--- config.mk ---
export PLATFORM = sky130hd
export DESIGN_NAME = countdown_ctrl
export DESIGN_NICKNAME = d
export VERILOG_FILES = /design/src/rtl/countdown_ctrl_pkg.sv /design/src/rtl/step_timer.sv /design/src/rtl/countdown_ctrl.sv
export SDC_FILE = /design/constraint.sdc
export NUM_CORES = 1
export LEC_CHECK = 0
export BUFFER_PORTS_ARGS = -buffer_cell sky130_fd_sc_hd__buf_2
export CORE_ASPECT_RATIO = 1.5
export CORE_MARGIN = 1
export CORE_UTILIZATION = 64
export DETAILED_ROUTE_END_ITERATION = 12
export HOLD_SLACK_MARGIN = 0.08
export PLACE_DENSITY = 0.83
export SKIP_LAST_GASP = 1
export SYNTH_ARGS = -nofsm -noshare
export SYNTH_HDL_FRONTEND = slang
export SYNTH_SLANG_ARGS = --single-unit
--- constraint.sdc ---
create_clock -name clk -period 3.3 [get_ports clk]
set_clock_uncertainty 0.2 [all_clocks]
set_input_delay 0.165 -clock clk [delete_from_list [all_inputs] [get_ports clk]]
set_output_delay 0.165 -clock clk [all_outputs]
set_load 0.02 [all_outputs]
--- src/rtl/countdown_ctrl_pkg.sv ---
// rtl/countdown_ctrl_pkg.sv - shared state encodings and sprite digit codes
//
// Contents:
//   state_t      countdown FSM states (IDLE=0, SHOW3=1, SHOW2=2, SHOW1=3, DONE=4)
//   DIGIT_*      2-bit digit codes understood by the digit sprite renderer
//   digit_of()   maps a countdown state to the digit it displays

package countdown_ctrl_pkg;

   typedef enum logic [2:0] {
      ST_IDLE  = 3'd0,
      ST_SHOW3 = 3'd1,
      ST_SHOW2 = 3'd2,
      ST_SHOW1 = 3'd3,
      ST_DONE  = 3'd4
   } state_t;

   localparam logic [1:0] DIGIT_BLANK = 2'd0;
   localparam logic [1:0] DIGIT_1     = 2'd1;
   localparam logic [1:0] DIGIT_2     = 2'd2;
   localparam logic [1:0] DIGIT_3     = 2'd3;

   function automatic logic [1:0] digit_of(input state_t s);
      case (s)
         ST_SHOW3: digit_of = DIGIT_3;
         ST_SHOW2: digit_of = DIGIT_2;
         ST_SHOW1: digit_of = DIGIT_1;
         default:  digit_of = DIGIT_BLANK;
      endcase
   endfunction

endpackage

--- src/rtl/step_timer.sv ---
// rtl/step_timer.sv - per-digit dwell timer with exact terminal-count compare
//
// Ports:
//   clk     in   system clock
//   rst     in   asynchronous active-high reset
//   en      in   count this cycle (digit on screen and not paused)
//   clr     in   clear the count; wins over en
//   expire  out  count == TICKS_PER_STEP-1 while en is high

module step_timer #(
   parameter int TICKS_PER_STEP = 100000000,
   parameter int CNT_W          = 27
) (
   input  logic clk,
   input  logic rst,
   input  logic en,
   input  logic clr,
   output logic expire
);

   localparam logic [CNT_W-1:0] LAST = CNT_W'(TICKS_PER_STEP - 1);

   logic [CNT_W-1:0] count;

   // The owner clears on the same edge expire fires, so the count never
   // runs past LAST and needs no wrap handling.
   always_ff @(posedge clk or posedge rst) begin
      if (rst) begin
         count <= '0;
      end else if (clr) begin
         count <= '0;
      end else if (en) begin
         count <= count + CNT_W'(1);
      end
   end

   assign expire = en && (count == LAST);

endmodule

--- src/rtl/countdown_ctrl.sv ---
// rtl/countdown_ctrl.sv - 3-2-1 start countdown sequencer for the digit sprite
//
// Ports:
//   clk    in   system clock
//   rst    in   asynchronous active-high reset
//   start  in   level, sampled only in IDLE, begins a countdown
//   pause  in   level, freezes the dwell timer and holds the digit
//   abort  in   level, returns to IDLE on the next edge from any state
//   num    out  [1:0] digit code to the sprite renderer (3,2,1, 0=blank)
//   show   out  a digit is on screen (SHOW3/SHOW2/SHOW1)
//   busy   out  any state other than IDLE
//   done   out  one-cycle pulse when a countdown completes without abort

module countdown_ctrl
   import countdown_ctrl_pkg::*;
#(
   parameter int TICKS_PER_STEP = 100000000,
   parameter int CNT_W          = 27
) (
   input  logic       clk,
   input  logic       rst,
   input  logic       start,
   input  logic       pause,
   input  logic       abort,
   output logic [1:0] num,
   output logic       show,
   output logic       busy,
   output logic       done
);

   state_t state_q;
   state_t state_d;
   logic   tmr_en;
   logic   tmr_clr;
   logic   expire;

   step_timer #(
      .TICKS_PER_STEP (TICKS_PER_STEP),
      .CNT_W          (CNT_W)
   ) u_step_timer (
      .clk    (clk),
      .rst    (rst),
      .en     (tmr_en),
      .clr    (tmr_clr),
      .expire (expire)
   );

   always_ff @(posedge clk or posedge rst) begin
      if (rst) begin
         state_q <= ST_IDLE;
      end else begin
         state_q <= state_d;
      end
   end

   always_comb begin
      state_d = state_q;
      if (abort) begin
         state_d = ST_IDLE;
      end else begin
         case (state_q)
            ST_IDLE:  if (start)  state_d = ST_SHOW3;
            ST_SHOW3: if (expire) state_d = ST_SHOW2;
            ST_SHOW2: if (expire) state_d = ST_SHOW1;
            ST_SHOW1: if (expire) state_d = ST_DONE;
            ST_DONE:              state_d = ST_IDLE;
            default:              state_d = ST_IDLE;
         endcase
      end
   end

   // Outputs decode the registered state only; inputs reach them solely
   // through the state register.
   assign show = (state_q == ST_SHOW3) || (state_q == ST_SHOW2) || (state_q == ST_SHOW1);
   assign num  = digit_of(state_q);
   assign busy = (state_q != ST_IDLE);
   assign done = (state_q == ST_DONE);

   // Timer runs only while a digit is visible and unpaused, and restarts
   // from zero on every state change so each digit gets a full dwell.
   assign tmr_en  = show && !pause;
   assign tmr_clr = abort || (state_d != state_q);

endmodule

# == Yosys cells after proc, flatten, opt, wreduce, memory -nomap -nowiden ==
# Cells that the tools add are included.
# W data, S select, Z words.
# totals
inputBits,5
wordCells,27
ff_bits,30
output_inout_bits,5
# op_classes
mux,9
reduce_logical,9
n_addsub,1
n_eq_ne,6
# ops
op,count
$mux W27,2
$add A27 B1 Y27 const B,1
$eq A27 B27 Y1 const B,1
$mux W3,5
$pmux W3 S4,1
$eq A3 B2 Y1 const B,2
$pmux W2 S3,1
$eq A3 B1 Y1 const B,1
$eq A3 B3 Y1 const B,1
$logic_not A3 Y1,1
$logic_or A1 B1 Y1,3
$ne A3 B3 Y1,1
$reduce_bool A3 Y1,1
$logic_and A1 B1 Y1,2
$reduce_bool A2 Y1,1
$logic_not A1 Y1,1

# == Longest topological paths before layout ==
# Gate-level depths: netlist of run 1.
# depth
depth_word,11
depth_mapped,7
mapped_depth_nobuf,6

# == Modules after synthesis ==
# From an unflattened synthesis of run 1, not the netlist that was laid out.
# hier_totals
hier_cells,179
area_unflattened_um2,1712.9
# by_module_without_submodules
mod,area_per_inst_um2,instances,cells_per_inst,seq_area_each_um2
step_timer,1486.4,1,154,675.6
countdown_ctrl,226.5,1,25,75.1

# == Worst setup path after synthesis of run 1 ==
# No wires, ideal clock.
# synth_path
path_type,reg-to-reg
from,reg state_q[2]
to,reg u_step_timer.count[3]
path_slack_ns,1.408
setup_ns,0.119
arrival_ns,1.574
period_less_slack_ns,1.892
stages_incl_launch_ff,7
t_required_ns,2.981
cell_sequence,dfrtp_1 > o21bai_4 > nor4_4 > nand3_4 > o21ai_4 > buf_6 > nor2_1
# synth_via
elab_chain_cells,11
# synth_lines
item,line_no,text
start: declaration,countdown_ctrl.sv:31,state_t state_q;
start signal: assignment,countdown_ctrl.sv:52,state_q <= state_d;
$eq A3 B1 Y1 or $eq A3 B2 Y1 (tied branches),"countdown_ctrl.sv:61, countdown_ctrl.sv:74",
$logic_or A1 B1 Y1 (2 in series),countdown_ctrl.sv:74,assign show = (state_q == ST_SHOW3) || (state_q == ST_SHOW2) || (state_q == ST_SHOW1);
$logic_and A1 B1 Y1,countdown_ctrl.sv:81,assign tmr_en = show && !pause;
$logic_and A1 B1 Y1,step_timer.sv:37,assign expire = en && (count == LAST);
$mux W3 (on tied branches),"countdown_ctrl.sv:65, countdown_ctrl.sv:63, countdown_ctrl.sv:64",
$pmux W3 S4,countdown_ctrl.sv:61,case (state_q)
$mux W3,countdown_ctrl.sv:58,if (abort) begin
$ne A3 B3 Y1,countdown_ctrl.sv:82,assign tmr_clr = abort || (state_d != state_q);
$logic_or A1 B1 Y1,countdown_ctrl.sv:82,
$mux W27 or $reduce_bool A2 Y1 (tied branches),-,
end signal: assignment,step_timer.sv:33,count <= count + CNT_W'(1);
end: declaration,step_timer.sv:23,logic [CNT_W-1:0] count;
# Several ways; a longest one is shown, not always the timed one.
# A chain may end at the register's enable or synchronous reset.

# == Worst setup path after layout of run 1 ==
# layout_path
from,reg u_step_timer.count[3]
to,reg state_q[2]
# layout_via
elab_chain_cells,5
# layout_lines
item,line_no,text
$eq A27 B27 Y1 (*),step_timer.sv:37,
$logic_and A1 B1 Y1 (*),step_timer.sv:37,
$mux W3 (on tied branches),"countdown_ctrl.sv:65, countdown_ctrl.sv:63, countdown_ctrl.sv:64",
$pmux W3 S4 (*),countdown_ctrl.sv:61,
$mux W3 (*),countdown_ctrl.sv:58,
net state_d[2],countdown_ctrl.sv:32,state_t state_d;
# Mark *: on every way through the listed nets, which the timed path passes. The rest lies on a longest branch.

==> flow_metrics.env, run 1 <==
export IMPL_rsz0062_at_grt="false"
export IMPL_crit_buf_inv=1
export IMPL_synthAdderAreaFrac_pct=0.745
export IMPL_seq_area_sq_um=751
export IMPL_synth_compound_area_share_pct=3.80
export IMPL_synthFlopType="dfrtp_1"
export IMPL_clk_pin_slew_ns=0.11
export IMPL_vdd_drop_max_mv=0.412
export IMPL_area_growth_synth_to_final_pct=9.39
export IMPL_drive_above_1_share_pct=16.8
export IMPL_period_share_pct=73.3
export IMPL_final_area_sq_um=1840
export IMPL_synth_top_family_by_area="simple AND/OR/NAND/NOR gates"
export IMPL_crit_family="simple AND/OR/NAND/NOR gates"
export IMPL_n_antenna_cell=0
export IMPL_initial_utilization_pct=67.8
export IMPL_synth_warnings=0
export IMPL_antenna_found_initial=0
export IMPL_synth_fp_nets=179
export IMPL_synth_edf_count=0
export IMPL_clockRootBuffer="clkbuf_4"
export IMPL_grt_pass1_vias=1409
export IMPL_setup_viol=0
export IMPL_cts_tree="yes"
export IMPL_h_tree_depth=2
export IMPL_port_buffers=9
export IMPL_netlist_area_sq_um=1680
export IMPL_post_drt_wl_per_cell_um=15.1
export IMPL_crit_chain="nand3_1, nor2_1, nand3_4, nor4b_1, dlygate4sd3_1"
export IMPL_max_cap_viol_count=0
export IMPL_core_area_sq_um=2480
export IMPL_synthSimpleGateAreaFrac_pct=32.1
export IMPL_dieArea_sq_um=2840
export IMPL_place_area_sq_um=1710
export IMPL_clk_insertion_delay_late_ns=0.34
export IMPL_power_density_nw_per_um2=384
export IMPL_max_freq_mhz=414
export IMPL_synthArstFlopShare_pct=100
export IMPL_grt_overflow=0
export IMPL_layout_common_cells="dfrtp_1, nor2_1, xor2_1, nand3_1"
export IMPL_max_stage_delay_ns=0.59
export IMPL_arrival_ns=2.49
export IMPL_start_kind="register"
export IMPL_num_rows=22
export IMPL_hpwlAfterDp_um=2320
export IMPL_drv_slew=0
export IMPL_cts_buffers=5
export IMPL_synth_distinct_cells=32
export IMPL_crit_slowest_cell="dlygate4sd3_1"
export IMPL_ys_seq_area_share_pct=44.7
export IMPL_violations="design-rule violations"
export IMPL_max_clock_path_buffers=2
export IMPL_cts_sinks=30
export IMPL_vias_per_cell=6.16
export IMPL_final_common_cell="dfrtp_1"
export IMPL_worstPathRequired_ns=3.37
export IMPL_hold_path_class="reg -> reg"
export IMPL_worst_pin_slew_ns=1.10
export IMPL_avgSynthCellArea_sq_um=9.71
export IMPL_via_count=1325
export IMPL_drt_first_pass_iters=9
export IMPL_min_period_ns=2.42
export IMPL_synth_seq_cells=30
export IMPL_fin_nets=196
export IMPL_path_class="reg -> reg"
export IMPL_drt_first_iter_violations=35
export IMPL_multiInputGateArea_sq_um=861
export IMPL_muxShareOfSynthArea_pct=0
export IMPL_hold_viol=0
export IMPL_synthXorXnorAreaFrac_pct=14.6
export IMPL_synth_cells=173
export IMPL_relSlewSlack_pct=26.4
export IMPL_track_usage_pct=27.8
export IMPL_fillCellCount=188
export IMPL_top_level_ports=10
export IMPL_grt_first_pass_wirelength_um=5800
export IMPL_die_x_um=43.8
export IMPL_drt_total_wl_um=3250
export IMPL_gp_congestion=0.812
export IMPL_antenna_left=0
export IMPL_end_kind="register"
export IMPL_crit_path_max_fanout=5
export IMPL_grt_start_max_net_pins=31
export IMPL_drc=1
export IMPL_status="complete, but fails checks"
export IMPL_leakagePower_nw=0.783
export IMPL_final_setup_tns_ns=0
export IMPL_die_h_um=64.7
export IMPL_post_cts_buffers=0
## worst paths after layout
check | startpoint | end | slack (ns) | depth (start not counted)
setup / recovery | u_step_timer.count[3] | state_q[2] | 0.88 | 5
hold / removal | state_q[2] | state_q[1] | 0.35 | 1
setup reg to reg | u_step_timer.count[3] | state_q[2] | 0.88 | 5
hold reg to reg | state_q[2] | state_q[1] | 0.35 | 1
max in group asynchronous | rst | u_step_timer.count[17] | 1.79 | 3
min in group asynchronous | rst | u_step_timer.count[7] | 0.43 | 3
## cell families (layout without fill, tap and decap cells)
group,count (synthesis),after routing
AND/OR/NAND/NOR,98,98
flip-flops,30,30
XOR/XNOR,28,28
buffers and inverters,9,27
AO/OA/AOI/OAI,7,7
adder cells (fa/ha/maj),1,1
## state kept, by name, indices dropped and copies added (netlist names)
| name | count |
|---|---|
| state_q | 3 |
| u_step_timer.count | 27 |
## layout make-up
class | instances | share of cell area, %
timing repair buffer | 15 | 5.59
clock buffer | 5 | 2.04
clock inverter | 3 | 2.18
multi-input combinational | 134 | 46.9
sequential | 30 | 40.9
inverter | 4 | 0.817
tap | 24 | 1.63
## Yosys cell counts, types with 3 or more instances
master / number / area [sq um]
xor2_1: 23 / 201
xnor2_1: 5 / 43.8
buf_6: 4 / 45.0
nor2_2: 4 / 25.0
and3_1: 5 / 31.3
nand2_1: 12 / 45.0
nand4_1: 12 / 75.1
nand3_1: 15 / 75.1
nor2_1: 29 / 109
inv_1: 4 / 15.0
nor4_1: 3 / 18.8
nor3_1: 4 / 20.0
dfrtp_1: 30 / 751
## metrics by stage
stage | utilization (%) | hold WS (ns) | cells | worst slack (ns) | power, mW
final | 74.1 | 0.351 | 215 | 0.882 | 0.706
after floorplan | - | 0.0355 | 173 | 1.41 | 0.411
after global routing | 74.1 | 0.369 | 215 | 0.754 | 0.730
after detailed placement | 69.0 | 0.161 | 202 | 0.956 | 0.420
after global placement | 69.0 | 0.165 | 202 | 1.06 | 0.418
after CTS | 74.1 | 0.339 | 215 | 0.915 | 0.711
## power by group
group	internal, mW	total, mW	switching [mW]
clock	0.157	0.291	0.134
combinational	0.0143	0.0433	0.0290
sequential	0.369	0.372	0.00305
## per-layer routing
metal | up-vias | share of wire, % | global-route usage [%]
li1 | 626 | - | -
met1 | 652 | 39 | 27.9
met2 | 38 | 55 | 49.8
met3 | 9 | 4.6 | 8.36
met4 | 0 | 2.2 | 13.7
met5 | - | 0 | 0
## what timing repair did
| item | in CTS | in global routing |
|---|---|---|
| endpoints found under the hold margin | 34 | 0 |
| hold buffers | 5 | 0 |
| resized for setup | 0 | 0 |
(Power assumes the default switching activity.)
==> run 2: changes to the inputs <==
Settings changed: CORE_UTILIZATION 64 to 59, PLACE_DENSITY 0.83 to 0.78.
Clock period 3.3 ns to 2.4 ns, I/O delays scaled along.
==> run 2 against run 1 <==
  * The flow now finishes without violations
  * Register-to-register slack got worse by 0.49 ns
  * Die area grew 8.2%
  * Utilization down 3.7 points
  * Critical path depth stayed put
  * Cell count up 6.5%
  * Wire length grew 5.6%
  * Design area increased by 2.6%
  * Global-route usage down 0.36 points
  * Sequential cell count is the same
  * Sequential share of layout area is 1.0 points lower
  * Via count fell by 0.68%
  * Critical path type unchanged
  * Highest routed layer unchanged
==> flow_metrics.env, run 2 (synthesis gave the netlist of run 1 again) <==
export IMPL_status="complete, no violations"
export IMPL_power_density_nw_per_um2=530
export IMPL_initial_utilization_pct=62.7
export IMPL_drv_slew=0
export IMPL_hold_viol=0
export IMPL_grt_pass1_vias=1334
export IMPL_drive_above_1_share_pct=17.2
export IMPL_top_level_ports=10
export IMPL_num_rows=23
export IMPL_finalWorstSetupSlack_ns=0.394
export IMPL_layout_common_cells="dfrtp_1, nor2_1, xor2_1, nand3_1"
export IMPL_drc=0
export IMPL_start_kind="register"
export IMPL_rsz0062_at_grt="false"
export IMPL_vdd_drop_max_mv=0.427
export IMPL_crit_path_max_fanout=9
export IMPL_via_count=1316
export IMPL_leakagePower_nw=0.794
export IMPL_grt_overflow=0
export IMPL_drt_first_pass_iters=5
export IMPL_h_tree_depth=2
export IMPL_cts_resized=0
export IMPL_max_freq_mhz=498
export IMPL_relSlewSlack_pct=56.3
export IMPL_max_clock_path_buffers=2
export IMPL_hpwlAfterDp_um=2480
export IMPL_end_kind="register"
export IMPL_arrival_ns=1.98
export IMPL_core_area_sq_um=2680
export IMPL_hold_buffers=4
export IMPL_die_h_um=67.3
export IMPL_gp_congestion=0.851
export IMPL_fin_util_pct=70.4
export IMPL_path_class="reg -> reg"
export IMPL_antenna_found_initial=0
export IMPL_cts_tree="yes"
export IMPL_antenna_left=0
export IMPL_final_common_cell="dfrtp_1"
export IMPL_worstPathRequired_ns=2.38
export IMPL_reg_top3="u_step_timer.count: 27 flops, state_q: 3 flops"
export IMPL_preCtsSetupSlack_ns=0.406
export IMPL_die_x_um=45.6
export IMPL_dieArea_sq_um=3070
export IMPL_area_growth_synth_to_final_pct=12.2
export IMPL_n_antenna_cell=0
export IMPL_grt_first_pass_wirelength_um=5910
export IMPL_vias_per_cell=5.75
export IMPL_drt_total_wl_um=3440
export IMPL_grt_start_max_net_pins=31
export IMPL_final_setup_tns_ns=0
export IMPL_track_usage_pct=27.4
export IMPL_worst_pin_slew_ns=0.652
export IMPL_clk_pin_slew_ns=0.06
export IMPL_fillCellCount=209
export IMPL_setup_viol=0
export IMPL_hold_ws_ns=0.249
export IMPL_hold_path_class="in -> async"
export IMPL_cts_buffers=5
export IMPL_cts_sinks=30
export IMPL_period_share_pct=83.6
export IMPL_regMostFlops="u_step_timer.count"
export IMPL_use_met3_pct=6.95
export IMPL_grtUsageMet2_pct=48.8
export IMPL_busiest_layer="met2"
export IMPL_post_cts_buffers=0
export IMPL_port_buffers=9
export IMPL_drt_first_iter_violations=38
export IMPL_min_period_ns=2.01
export IMPL_clk_insertion_delay_late_ns=0.29
export IMPL_fin_nets=197
export IMPL_clockRootBuffer="clkbuf_8"
export IMPL_post_drt_wl_per_cell_um=15.0
export IMPL_met1_usage_pct=29.6
export IMPL_largest_reg_flops=27
export IMPL_max_cap_viol_count=0
-- run 2: cell count changes in the layout (fill, tap and decap cells not counted), sizes merged --
cell         change
buf              +2
clkbuf           +2
bufinv           -1
clkinv           -1
dlygate4sd3      -1
-- run 2: area by class of cell --
type	count	area (sq um)	area share (%)
Tap cell	37	46.3	2.46
Clock inverter	1	5.00	0.266
Multi-Input combinational cell	134	861	45.7
Clock buffer	7	86.3	4.58
Timing Repair Buffer	16	120	6.37
Inverter	4	15.0	0.797
Sequential cell	30	751	39.8
-- run 2: worst paths after layout --
| check | slack (ns) | cells after the start | from | end |
|---|---|---|---|---|
| min in group clk | 0.34 | 1 | state_q[2] | state_q[1] |
| worst max-delay path | 0.39 | 5 | u_step_timer.count[8] | u_step_timer.count[15] |
| max in group asynchronous | 1.48 | 4 | rst | u_step_timer.count[26] |
| worst min-delay path | 0.25 | 4 | rst | u_step_timer.count[21] |
| worst max register to register | 0.39 | 5 | u_step_timer.count[8] | u_step_timer.count[15] |
| worst min register to register | 0.34 | 1 | state_q[2] | state_q[1] |
-- run 2: critical path, stage by stage, from the launching register on --
cell     delay (ns)
dfrtp_1        0.47
nand4_1        0.21
nor3_2         0.59
nand4_1        0.21
xor2_1         0.18
nor2_1         0.05
-- run 2: report_power, final --
group | switching, mW | internal [mW] | total [mW]
Clock | 0.189 | 0.231 | 0.420
Sequential | 0.00435 | 0.508 | 0.512
Combinational | 0.0415 | 0.0252 | 0.0668
-- run 2: per-layer routing --
metal / vias to the layer above / wire [um]
met5: - / 0
met2: 25 / 1860
met1: 653 / 1410
li1: 629 / -
met3: 9 / 97
met4: 0 / 69
-- run 2: through the flow --
step,power (mW),instance area [sq um],std cells
4_1_cts,1.00,1880,229
3_3_place_gp,0.581,1750,217
3_5_place_dp,0.584,1750,217
2_1_floorplan,0.565,1680,173
6_report,0.999,1880,229
5_1_grt,1.03,1880,229
